### src/rtl/mem_arbiter.sv
// ---------------------------------------------------------------------------
// mem_arbiter
//   Shares a single line-wide memory port between an I-cache (refill only) and
//   a D-cache (refill or write-back). At most one memory transaction is in
//   flight. When both caches request in the same cycle, the winner is the one
//   that was not granted last. A memory access that gets no m_ack ends in a
//   timeout: err pulses together with the owner's ack.
//
// Ports
//   clk, rst                      clock, asynchronous active-high reset
//   i_req/i_addr                  I-cache refill request, held until i_ack
//   i_rdata/i_ack                 returned line and one-cycle completion pulse
//   d_req/d_we/d_addr/d_wdata     D-cache request (d_we=1 is a write-back)
//   d_rdata/d_ack                 returned line and one-cycle completion pulse
//   m_req/m_we/m_addr/m_wdata     memory request, held stable until m_ack
//   m_rdata/m_ack                 memory response, valid in the m_ack cycle
//   err                           one-cycle pulse when the memory timed out
//   owner                         last granted requester (0 = I, 1 = D)
// ---------------------------------------------------------------------------
module mem_arbiter #(
    parameter int ADDR_W = 32,
    parameter int LINE_W = 128,
    parameter int TMO_W  = 8
) (
    input  logic              clk,
    input  logic              rst,
    input  logic              i_req,
    input  logic [ADDR_W-1:0] i_addr,
    output logic [LINE_W-1:0] i_rdata,
    output logic              i_ack,
    input  logic              d_req,
    input  logic              d_we,
    input  logic [ADDR_W-1:0] d_addr,
    input  logic [LINE_W-1:0] d_wdata,
    output logic [LINE_W-1:0] d_rdata,
    output logic              d_ack,
    output logic              m_req,
    output logic              m_we,
    output logic [ADDR_W-1:0] m_addr,
    output logic [LINE_W-1:0] m_wdata,
    input  logic [LINE_W-1:0] m_rdata,
    input  logic              m_ack,
    output logic              err,
    output logic              owner
);

    typedef enum logic [1:0] {IDLE, MEM, DONE} state_t;

    state_t              state_q, state_d;
    logic                m_we_q;
    logic [ADDR_W-1:0]   m_addr_q;
    logic [LINE_W-1:0]   m_wdata_q;
    logic [LINE_W-1:0]   i_rdata_q, d_rdata_q;
    logic                i_ack_q, d_ack_q, err_q;
    logic                owner_q;
    logic [TMO_W-1:0]    tmo_q;

    logic                tmo_max;
    logic                grant, sel_d, mem_done, mem_tmo;

    assign tmo_max = &tmo_q;

    // State register
    always_ff @(posedge clk or posedge rst) begin
        if (rst) state_q <= IDLE;
        else     state_q <= state_d;
    end

    // Next-state logic. Requests are not looked at in MEM or DONE, so a
    // requester dropping req mid-access does not abort it, and the DONE
    // cycle gives the requester time to drop req after its ack.
    always_comb begin
        state_d = state_q;
        unique case (state_q)
            IDLE:    if (i_req || d_req)   state_d = MEM;
            MEM:     if (m_ack || tmo_max) state_d = DONE;
            DONE:                          state_d = IDLE;
            default:                       state_d = IDLE;
        endcase
    end

    // Output / control decode
    always_comb begin
        m_req    = (state_q == MEM);
        grant    = (state_q == IDLE) && (i_req || d_req);
        // With both requesting, the one that is not the last owner wins.
        sel_d    = d_req && (!i_req || !owner_q);
        // m_ack beats a timeout in the same cycle.
        mem_done = (state_q == MEM) && m_ack;
        mem_tmo  = (state_q == MEM) && !m_ack && tmo_max;
    end

    // Datapath registers
    always_ff @(posedge clk or posedge rst) begin
        if (rst) begin
            m_we_q    <= 1'b0;
            m_addr_q  <= '0;
            m_wdata_q <= '0;
            i_rdata_q <= '0;
            d_rdata_q <= '0;
            i_ack_q   <= 1'b0;
            d_ack_q   <= 1'b0;
            err_q     <= 1'b0;
            owner_q   <= 1'b1;  // lets the I-cache win the first tie
            tmo_q     <= '0;
        end else begin
            i_ack_q <= 1'b0;
            d_ack_q <= 1'b0;
            err_q   <= 1'b0;

            if (grant) begin
                owner_q   <= sel_d;
                m_we_q    <= sel_d && d_we;
                m_addr_q  <= sel_d ? d_addr : i_addr;
                m_wdata_q <= sel_d ? d_wdata : '0;
                tmo_q     <= '0;
            end

            if ((state_q == MEM) && !m_ack && !tmo_max)
                tmo_q <= tmo_q + TMO_W'(1);

            if (mem_done || mem_tmo) begin
                if (owner_q) d_ack_q <= 1'b1;
                else         i_ack_q <= 1'b1;
            end

            if (mem_tmo) err_q <= 1'b1;

            // Only completed reads update the returned line.
            if (mem_done && !m_we_q) begin
                if (owner_q) d_rdata_q <= m_rdata;
                else         i_rdata_q <= m_rdata;
            end
        end
    end

    assign m_we    = m_we_q;
    assign m_addr  = m_addr_q;
    assign m_wdata = m_wdata_q;
    assign i_rdata = i_rdata_q;
    assign d_rdata = d_rdata_q;
    assign i_ack   = i_ack_q;
    assign d_ack   = d_ack_q;
    assign err     = err_q;
    assign owner   = owner_q;

endmodule
### config.mk
export PLATFORM = sky130hd
export DESIGN_NAME = mem_arbiter
export DESIGN_NICKNAME = d
export VERILOG_FILES = /design/src/rtl/mem_arbiter.sv
export SDC_FILE = /design/constraint.sdc
export NUM_CORES = 1
export LEC_CHECK = 0
export CORE_AREA = 4 4 288 290
export CTS_CLUSTER_DIAMETER = 200
export DETAILED_ROUTE_END_ITERATION = 10
export DIE_AREA = 0 0 292 294
export RECOVER_POWER = 50
export SLEW_MARGIN = 20
export SYNTH_ARGS = -nofsm -noshare
export SYNTH_HDL_FRONTEND = slang
export SYNTH_SLANG_ARGS = --single-unit
### constraint.sdc
create_clock -name clk -period 21.2 [get_ports clk]
set_input_delay 4.24 -clock clk [delete_from_list [all_inputs] [get_ports clk]]
set_output_delay 4.24 -clock clk [all_outputs]
set_load 0.03 [all_outputs]
[Word level (Yosys, flattened, before mapping)]
Index checks and enable logic that the tools add are counted.
Operators by class
  add/subtract/negate cells: 1
  equality and inequality tests: 3
  muxes and demuxes: 12
  bitwise logic cells: 1
  reduce and logical (&&, ||, !) cells: 23
Operators by type and width (number)
  $mux 128: 1
  $mux 32: 1
  $mux 8: 2
  $add 8x1->8 const B: 1
  $logic_and 1x1->1: 8
  $reduce_and 8->1: 1
  $reduce_and 2->1: 3
  $logic_not 1->1: 5
  $mux 1: 5
  $logic_or 1x1->1: 4
  $mux 2: 2
  $ne 2x1->1 const B: 2
  $pmux 2 s2: 1
  $eq 2x1->1 const B: 1
  $logic_not 2->1: 1
  $reduce_bool 2->1: 1
  $not 1->1: 1
Word-level totals
  flip-flop bits (word level): 431
  input bits: 326
  output and inout port bits: 422
  logic and storage cells: 51

[Depth between registers and ports, before layout]
Gate-level depths: netlist (run 1).
  depth after elaboration: 5
  depth in mapped cells: 6
  mapped depth without buffers: 5

[Worst setup path before layout (run 1)]
No wires, ideal clock.
  path kind: input -> register
  start point: in m_ack
  end point: reg tmo_q[3]
  library setup time: 0.126 ns
  data arrival time: 5.427 ns
  data required time: 21.074 ns
  slack: 15.647 ns
  stages on the path: 5
  buffers on the path: 1
  cells stage by stage: or3b_4 -> o21bai_4 -> and2_4 -> buf_6 -> a221o_1
Between the ends
  word-level cells in the longest chain between the ends: 4
  elaborated cells on any way between the ends: 5
  those cells by class: 1 x mux; 4 x reduce/logical
Ends and longest elaborated chain
  start: declaration: RTL line 42  | input logic m_ack,
  $logic_not 1->1 *: RTL line 119  | if ((state_q == MEM) && !m_ack && !tmo_max)
  $logic_and 1x1->1 * (2 in series): RTL line 119
  $mux 8 or $reduce_bool 2->1 (tied branches)
  end signal: assignment: RTL line 120  | tmo_q <= tmo_q + TMO_W'(1);
  end: declaration: RTL line 56  | logic [TMO_W-1:0] tmo_q;
Every way passes the cells marked *; elsewhere a longest branch is shown, timed or not.
A chain may end at the register's enable or synchronous reset.

[Final worst setup path (run 1)]
  start point: in d_req
  end point: reg m_wdata_q[46], in the netlist m_wdata[46]
Between the ends
  word-level cells in the longest chain between the ends: 2
  elaborated cells on any way between the ends: 4
  those cells by class: 1 x mux; 3 x reduce/logical
Ends and longest elaborated chain
  start: declaration: RTL line 31  | input logic d_req,
  $logic_and 1x1->1 or $logic_or 1x1->1 (tied branches): RTL line 87, 85
  $mux 128 or $logic_and 1x1->1 (tied branches): RTL line 115, 85
  end signal: assignment: RTL line 115  | m_wdata_q <= sel_d ? d_wdata : '0;
  end: declaration: RTL line 52  | logic [LINE_W-1:0] m_wdata_q;
Several ways; a longest one is shown, not always the timed one.

==> results of run 1 <==
-- through the flow --
step	setup WS (ps)	instance area, sq um	std cells	hold slack [ps]
6_report	8020	26400	2869	472
5_1_grt	7230	26400	2868	502
4_1_cts	14160	26400	2867	484
3_5_place_dp	13530	24700	2782	470
3_3_place_gp	13670	24700	2782	463
2_1_floorplan	4960	16100	1032	485
-- tightest hold or removal path, delay by kind of cell (launching register included) --
family / cells / cell delay (ps)
AND/OR/NAND/NOR: 1 / 40
flip-flops: 1 / 340
AO/OA/AOI/OAI: 1 / 60
-- area by class of cell --
cell class                      instances  share of cell area, %
Tap cell                             1060                   5.02
Antenna cell                            1                0.00948
Sequential cell                       431                   40.8
Inverter                                2                 0.0332
Multi-Input combinational cell        531                   18.8
Timing Repair Buffer                  759                   28.6
Clock buffer                           68                   5.29
Clock inverter                         17                   1.34
-- registers in the layout (all words and copies together), names as in the netlist --
name and flops:
m_addr 32, m_we 1, d_ack 1, m_wdata 128
owner 1, i_rdata 128, i_ack 1, state_q 2
d_rdata 128, tmo_q 8, err 1
-- where the power goes --
group	internal, mW	switching, mW
combinational	0.966	1.34
sequential	1.23	0.219
clock	0.579	0.332
-- cells by family (layout without fill, tap and decap cells) --
logic type | Yosys count | in the layout
other | 0 | 1
muxes | 288 | 288
and+or+nand+nor | 65 | 65
AOI/OAI and AO/OA | 177 | 177
buffers and inverters | 70 | 846
adders and majority gates | 1 | 1
DFF | 431 | 431
-- per-layer routing --
metal  wire length [um]  up-vias
met4               2170        2
met1              19400     5760
li1                   -     5270
met5                 13        -
met3               4530       90
met2              28600      508
-- path summary, 6_finish.rpt --
check,start,end,slack [ps],cells past startpoint
setup / recovery,d_req,m_wdata[46],8020,6
hold / removal,m_addr[29],m_addr[29],470,2
setup reg to reg,state_q[1],m_wdata[46],11830,6
hold reg to reg,m_addr[29],m_addr[29],470,2
max in group asynchronous,rst,m_wdata[73],10460,5
min in group asynchronous,rst,i_rdata[124],4590,2
-- cells in the final DEF (no fill, tap or decap), types with 2 or more instances in the layout --
| master | count |
|---|---|
| clkinv_2 | 4 |
| a211o_1 | 2 |
| and3_1 | 3 |
| a221o_1 | 2 |
| nor2b_1 | 2 |
| nand3_1 | 5 |
| nor3b_1 | 2 |
| clkbuf_16 | 49 |
| clkdlybuf4s50_1 | 413 |
| o21ai_0 | 35 |
| a21o_1 | 2 |
| dlygate4sd3_1 | 334 |
| nor2_1 | 4 |
| bufinv_16 | 10 |
| mux2i_1 | 32 |
| nor3_1 | 2 |
| clkbuf_1 | 14 |
| clkbuf_8 | 10 |
| mux2_2 | 256 |
| nand2_1 | 37 |
| a22o_1 | 129 |
| or3_1 | 2 |
| buf_4 | 6 |
| dfrtp_1 | 430 |
==> metrics.txt, run 1 <==
#FFs+latches synth 431; Hold Fails Final Rpt 0; top cell type's share of synthesized area 66.9%; worst slew pin tran 8440 ps; Yosys top cell by area dfrtp_1; outcome complete, but fails checks; Synth async-reset ratio 100%; Layout Nets 2099; cell area after synthesis 16100 sq um; pwr/cell area 177 nW/um^2; max cap viols 7; vias per inst 4.05; Worst Clk Skew 14.7 ps; CTS tree done; startpoint types input port; Mapped Nets 1359; global-route wire length before repair 80800 um; Die Y 294 um; Iter 0 DRT Violations 382; top-count cell post-synth dfrtp_1; # resized after CTS 0; sequential fraction of the synthesis area 67.0%; combinational family with the most area after synthesis multiplexers; Netlist cell types 38; Top FF cell, synth dfrtp_1; Die Width 292 um; Synthesis Warnings 0; initial antenna violation count 1; Final ANT Viol Nets 0; Sink Count 431; Core Region 80300 sq um; HP Class reg2reg; number of global-route vias before repair 12700; global routing usage on met2 21.7%; Arrival @ worst endpoint 13610 ps; clock-pin slew on the worst setup and hold paths 60 ps; number of enable flip-flop cells after synthesis 0; DR DRC count 0; FF+latch area 10800 sq um; met1 GRT Util 13.0%; Synth Instances 1032; # H-tree levels 2; Cell Rows 104; worst-path maximum fanout 199; hpwl dp 40700 um; Clock Root Buffer clkbuf_16; met3 usage 4.11%; Slowest cell on crit path clkbuf_1; Worst-Skew Late Latency 570 ps; hold buffer count at cts 0; failing checks max-capacitance violations, max-slew violations; routed via count 11600; final WL 54800 um; crit-path max cell delay 5870 ps; adder-cell share of the synthesized area 0.0778%; post-CTS setup buffer count 0; DRT Pass-1 Iters 4; area delta synth->final 64.1%; die area 85800 sq um; layout cells sized above 1 19.1%; P_leak 11.5 nW; Tcrit/Tclk final 62.2%; xor-xnor portion of the synthesized cell area 0%; final number of max-transition violations 506; CP Cell Sequence dlygate4sd3_1 > o21ai_4 > clkbuf_1 > nor2b_4 > buf_4 > a22o_1; Max Clk Rate 0.0759 GHz; Finished Core Util 32.9%; max_slew headroom -463%; multi-input logic area 4970 sq um; Top Ports 748; final setup fails 0; GR peak layer met2; Overall Power 4.67 mW; I/O Buffers 747; CP bufs+invs 3; total CTS buffers 47; mean post-synth cell area 15.6 sq um; synth top area cells dfrtp_1, mux2_2, a22o_1, mux2i_1, o21ai_0; Layout fillers 7820; Synth Area in Compound Gates 8.82%; Worst path top cell family by delay buffers and inverters; setup TNS 0 ps; largest net degree at the start of global routing 200; Max clock buf depth 3; Worst VDD drop 0.149 mV; Worst setup EP type register; initial core utilization 20.0%; post-synthesis mux area share 19.9%; most frequent cells after synthesis dfrtp_1, mux2_2, a22o_1; RePlAce Congestion 0.806; mean routed wirelength per cell 19.1 um; Crit path required time 21630 ps; total global routing overflow 0; Tot GR Track Use 12.1%; simple-gate portion of the synthesized area 1.96%; minimum clock period 13180 ps; WS Path Type in2reg; unrepaired setup endpoints after global routing false
No activity file was read; power rests on OpenSTA's default activity.
==> inputs of run 2 (changes only) <==
Clock period 21.2 ns to 12.4 ns, I/O delays scaled along.
==> run 2 against run 1 <==
Critical endpoint is now m_wdata[50]; routed wire length up 0.76%; global-route usage up 0.13 points; the flow still finishes with violations (max-capacitance violations, max-slew violations); sequential cell count unchanged; register-to-register slack worse by 4500 ps; die area unchanged; hold slack worse by 4.2 ps; critical path type unchanged.
==> metrics.txt, run 2 (synthesis results as in run 1) <==
outcome complete, but fails checks; failing checks max-capacitance violations, max-slew violations; Core Region 80300 sq um (unchanged); worst slew pin tran 3990 ps (-4460 ps); DR DRC count 0 (unchanged); initial core utilization 20.0% (unchanged); worst-path maximum fanout 103 (-48%); HP Class reg2reg; post-CTS setup buffer count 0 (unchanged); CTS tree done; mean routed wirelength per cell 19.2 um (+0.79%); final WL 55200 um (+0.76%); area delta synth->final 63.1%; max_slew headroom -166% (+300 points); # resized after CTS 0 (unchanged); Max clock buf depth 3 (unchanged); number of global-route vias before repair 12800 (+1.3%); Tot GR Track Use 12.2% (+0.13 points); I/O Buffers 747 (unchanged); FF-to-FF setup slack 7380 ps (-4450 ps); commonest cells after routing, fill and taps aside clkdlybuf4s50_1, dfrtp_1, dlygate4sd3_1; total CTS buffers 48 (+2.1%); layout cells sized above 1 18.9% (-0.20 points); unrepaired setup endpoints after global routing false; minimum clock period 7340 ps; WS Path Type in2reg; initial antenna violation count 5 (+4); Final ANT Viol Nets 0 (unchanged); DRT Pass-1 Iters 4 (unchanged); pwr/cell area 299 nW/um^2 (+69%); global-route wire length before repair 81700 um (+1.1%); final setup fails 0 (unchanged); hold buffer count at cts 0 (unchanged); RePlAce Congestion 0.793 (-1.6%); Top Ports 748 (unchanged); Die Width 292 um (unchanged); Worst Clk Skew 16.2 ps (+1.46 ps); final number of max-transition violations 310 (-39%); die area 85800 sq um (unchanged); vias per inst 4.02 (-0.77%); total global routing overflow 0 (unchanged); Crit path required time 12900 ps (-8730 ps); Die Y 294 um (unchanged); # H-tree levels 2 (unchanged); Iter 0 DRT Violations 320 (-16%); clock-pin slew on the worst setup and hold paths 60 ps (about the same); Hold Fails Final Rpt 0 (unchanged); Tcrit/Tclk final 59.2%; Cell Rows 104 (unchanged); setup TNS 0 ps (unchanged); Worst VDD drop 0.168 mV (+13%); routed via count 11500 (-0.80%); largest net degree at the start of global routing 160 (-20%); Worst setup EP type register; P_leak 11.3 nW (-1.1%); hpwl dp 41300 um (+1.5%); Layout Nets 2102 (+0.14%); startpoint types input port; Finished Core Util 32.7% (-0.21 points); Sink Count 431 (unchanged); max cap viols 5 (-2); Clock Root Buffer clkbuf_16; Max Clk Rate 0.136 GHz; Arrival @ worst endpoint 7830 ps (-5780 ps); Worst-Skew Late Latency 560 ps (about the same); commonest non-fill, non-tap cell in the layout clkdlybuf4s50_1
==> run 2: metrics by stage <==
step | std cells | setup slack [ps] | hold slack, ps | instance area, sq um | total power, mW
6_report | 2868 | 5060 | 468 | 26200 | 7.84
5_1_grt | 2866 | 4570 | 491 | 26200 | 8.24
4_1_cts | 2865 | 7150 | 483 | 26300 | 8.17
3_5_place_dp | 2784 | 6540 | 469 | 24700 | 6.70
3_3_place_gp | 2783 | 6680 | 469 | 24700 | 6.65
2_1_floorplan | 1032 | 4100 | 485 | 16100 | 4.76
==> run 2: per-layer routing <==
metal / global-route usage [%] / share of wire, % / up-vias
met5: 0 / 0 / -
met4: 3.79 / 3.0 / 0
met3: 4.24 / 8.4 / 79
met2: 22.3 / 52 / 500
met1: 13.2 / 36 / 5701
li1: - / - / 5257
==> run 2: final cells by class <==
| cell class | instances | area (sq um) |
|---|---|---|
| antenna | 2 | 5.00 |
| clock buffer | 65 | 1350 |
| clock inverter | 16 | 194 |
| fill | 7883 | 54000 |
| inverter | 2 | 8.76 |
| multi-input combinational | 531 | 4960 |
| sequential | 431 | 10800 |
| tap | 1060 | 1330 |
| timing repair buffer | 761 | 7610 |
==> run 2: path summary, 6_finish.rpt <==
kind / from / to / depth (start not counted)
worst max-delay path: i_req / m_wdata[50] / 5
worst min-delay path: m_addr[18] / m_addr[18] / 2
worst max register to register: state_q[1] / m_wdata[50] / 5
worst min register to register: m_addr[18] / m_addr[18] / 2
max in group asynchronous: rst / tmo_q[3] / 5
min in group asynchronous: rst / i_rdata[115] / 3
==> run 2: power breakdown <==
part	internal (mW)	switching (mW)
combinational	1.66	2.30
clock	0.840	0.563
sequential	2.10	0.379
==> run 2: critical path: stages <==
cell and delay (ps):
dlygate4sd3_1 590, o21ai_0 390, clkbuf_1 2810, buf_4 1100
a22o_1 290
==> inputs of run 3 (changes only) <==
Settings changed: CORE_AREA 4 4 288 290 to 4 4 286 288, DIE_AREA 0 0 292 294 to 0 0 290 292.
Clock period 12.4 ns to 5.9 ns, I/O delays scaled along.
==> run 3 against run 2 <==
Global-route usage grew 0.29 points; clock skew grew 2.5 ps; register-to-register slack lost 5000 ps; largest power group unchanged; critical path depth shrank 1; routed wire length grew 0.63%; largest cell class unchanged; count of clock-buffer cells in the layout grew 12; the flow still finishes with violations (max-capacitance violations, max-slew violations); total power grew 110%.
==> metrics.txt, run 3 (synthesis results as in run 1) <==
outcome complete, but fails checks; failing checks max-capacitance violations, max-slew violations; R2R cell count 4 (-1); max cap viols 5 (unchanged); # H-tree levels 2 (unchanged); minimum clock period 4040 ps; commonest cells after routing, fill and taps aside clkdlybuf4s50_1, dfrtp_1, mux2_2; RePlAce Congestion 0.797 (+0.50%); Final ANT Viol Nets 0 (unchanged); routed via count 11700 (+1.0%); Worst path top cell family by delay buffers and inverters; area delta synth->final 63.4%; Worst setup EP type asynchronous set/reset pin; CP bufs+invs 4 (+1); Hold Fails Final Rpt 0 (unchanged); Worst-Skew Late Latency 570 ps (about the same); WS Path Type in2async; pwr/cell area 634 nW/um^2 (+110%); Stages on worst setup path 4 (-1); hold buffer count at cts 0 (unchanged); crit-path max cell delay 1110 ps (-1700 ps); DR DRC count 0 (unchanged); Cell Rows 103 (-0.96%); Crit. Startpoint rst; Sink Count 431 (unchanged); Layout Nets 2109 (+0.33%); P_int 9.84 mW (+110%); layout cells sized above 1 18.8% (-0.12 points); Max clock buf depth 3 (unchanged); final setup fails 0 (unchanged); startpoint types input port; largest net degree at the start of global routing 199 (+24%); commonest non-fill, non-tap cell in the layout clkdlybuf4s50_1; Top Ports 748 (unchanged); Clock Root Buffer clkbuf_16; Tot GR Track Use 12.5% (+0.29 points); DRT Pass-1 Iters 4 (unchanged); max_slew headroom -53.2% (+110 points); Die Width 290 um (-0.68%); HP Class reg2reg; final WL 55500 um (+0.63%); Worst R2R Start state_q[1]; hold worst-path end m_addr[9]; Final Cell Area 26300 sq um (+0.21%); Worst Clk Skew 18.7 ps (+2.54 ps); Layout fillers 7764 (-1.5%); final number of max-transition violations 165 (-47%); worst slew pin tran 2300 ps (-1690 ps); Area after DPL 24800 sq um (+0.50%); mean routed wirelength per cell 19.4 um (+0.60%); Die Y 292 um (-0.68%); worst-path maximum fanout 58 (-44%); sw frac 41.0% (-0.32 points); vias per inst 4.06 (+0.96%); # resized after CTS 0 (unchanged); P_leak 11.1 nW (-1.8%); Net Sw Power 6.84 mW (+110%); clock-pin slew on the worst setup and hold paths 60 ps (about the same); R2R Path End i_rdata[80]; post-CTS setup buffer count 0 (unchanged); total global routing overflow 0 (unchanged); Arrival @ worst endpoint 4470 ps (-3360 ps); Crit path required time 6320 ps (-6580 ps); Iter 0 DRT Violations 288 (-10%); Core Region 78900 sq um (-1.8%); Finished Core Util 33.3% (+0.66 points); clock share of power 17.3% (-0.6 points); Worst VDD drop 0.381 mV (+130%); I/O Buffers 747 (unchanged); global-route wire length before repair 82700 um (+1.3%); Comb power frac 51.2% (+0.8 points); initial antenna violation count 2 (-3); Max Clk Rate 0.247 GHz; FF-to-FF setup slack 2410 ps (-4970 ps); Tcrit/Tclk final 68.5%; CP Cell Sequence dlygate4sd3_1 > clkinvlp_2 > buf_12 > clkbuf_2; number of global-route vias before repair 12900 (+0.50%); die area 84700 sq um (-1.4%); sequential share of power 31.5% (-0.2 points); hpwl dp 41700 um (+1.0%); worst hold start m_addr[9]; Slowest cell on crit path clkbuf_2; CTS tree done; total CTS buffers 49 (+2.1%); WHS Path Cells 2 (unchanged); unrepaired setup endpoints after global routing false; initial core utilization 20.4% (+0.36 points)
run 3: changes by cell type in the layout (fill, tap and decap cells not counted), moves of 2 or more:
| cell | change |
|---|---|
| clkinv_2 | -3 |
| buf_12 | +6 |
| bufinv_16 | -3 |
| dlygate4sd3_1 | -199 |
| clkbuf_16 | +2 |
| clkbuf_1 | +11 |
| clkdlybuf4s50_1 | +199 |
run 3: worst min-delay path, stage by stage (launching register included):
cell     delay [ps]
dfrtp_1         330
nand2_1          40
o21ai_0          60
run 3: cell type report:
cell class | count | area [sq um] | area share (%)
well taps | 1050 | 1310 | 5.00
diodes | 1 | 2.50 | 0.00952
inverters | 2 | 8.76 | 0.0333
multi-input cells | 531 | 4960 | 18.9
clock inverters | 10 | 86.3 | 0.328
repair buffers | 767 | 7700 | 29.3
clock buffers | 77 | 1430 | 5.45
flip-flops and latches | 431 | 10800 | 41.0
run 3: worst max path at each step:
| stage | endpoint | slack (ps) |
|---|---|---|
| floorplan | d_ack | -1100 |
| global placement | m_wdata[41] | 2080 |
| detailed placement | m_wdata[76] | 1990 |
| CTS | m_req | 2460 |
| global route | i_rdata[105] | 1270 |
| finish | i_rdata[106] | 1860 |
run 3: metal layers:
layer	up-vias	wire (um)	track usage, %
li1	5253	-	-
met1	5809	20400	13.5
met2	501	28800	22.6
met3	87	4530	4.54
met4	2	1800	4.29
met5	-	13	0
run 3: stage by stage:
stage	power (mW)	worst slack (ps)	setup TNS (ps)	cells	hold WS (ps)
after floorplan	10.0	-1100	-472380	1032	485
after global placement	14.0	2080	0	2781	469
after detailed placement	14.1	1990	0	2781	470
after CTS	17.1	2460	0	2868	483
after global routing	17.5	1270	0	2868	502
final	16.7	1860	0	2869	474
run 3: power by group through the flow:
stage / registers [mW] / clock network [mW] / logic (mW)
CTS: 5.29 / 3.02 / 8.82
finish: 5.26 / 2.89 / 8.54
global placement: 5.28 / 0 / 8.72
global route: 5.44 / 3.11 / 8.93
detailed placement: 5.30 / 0 / 8.81
floorplan: 8.04 / 0 / 1.97
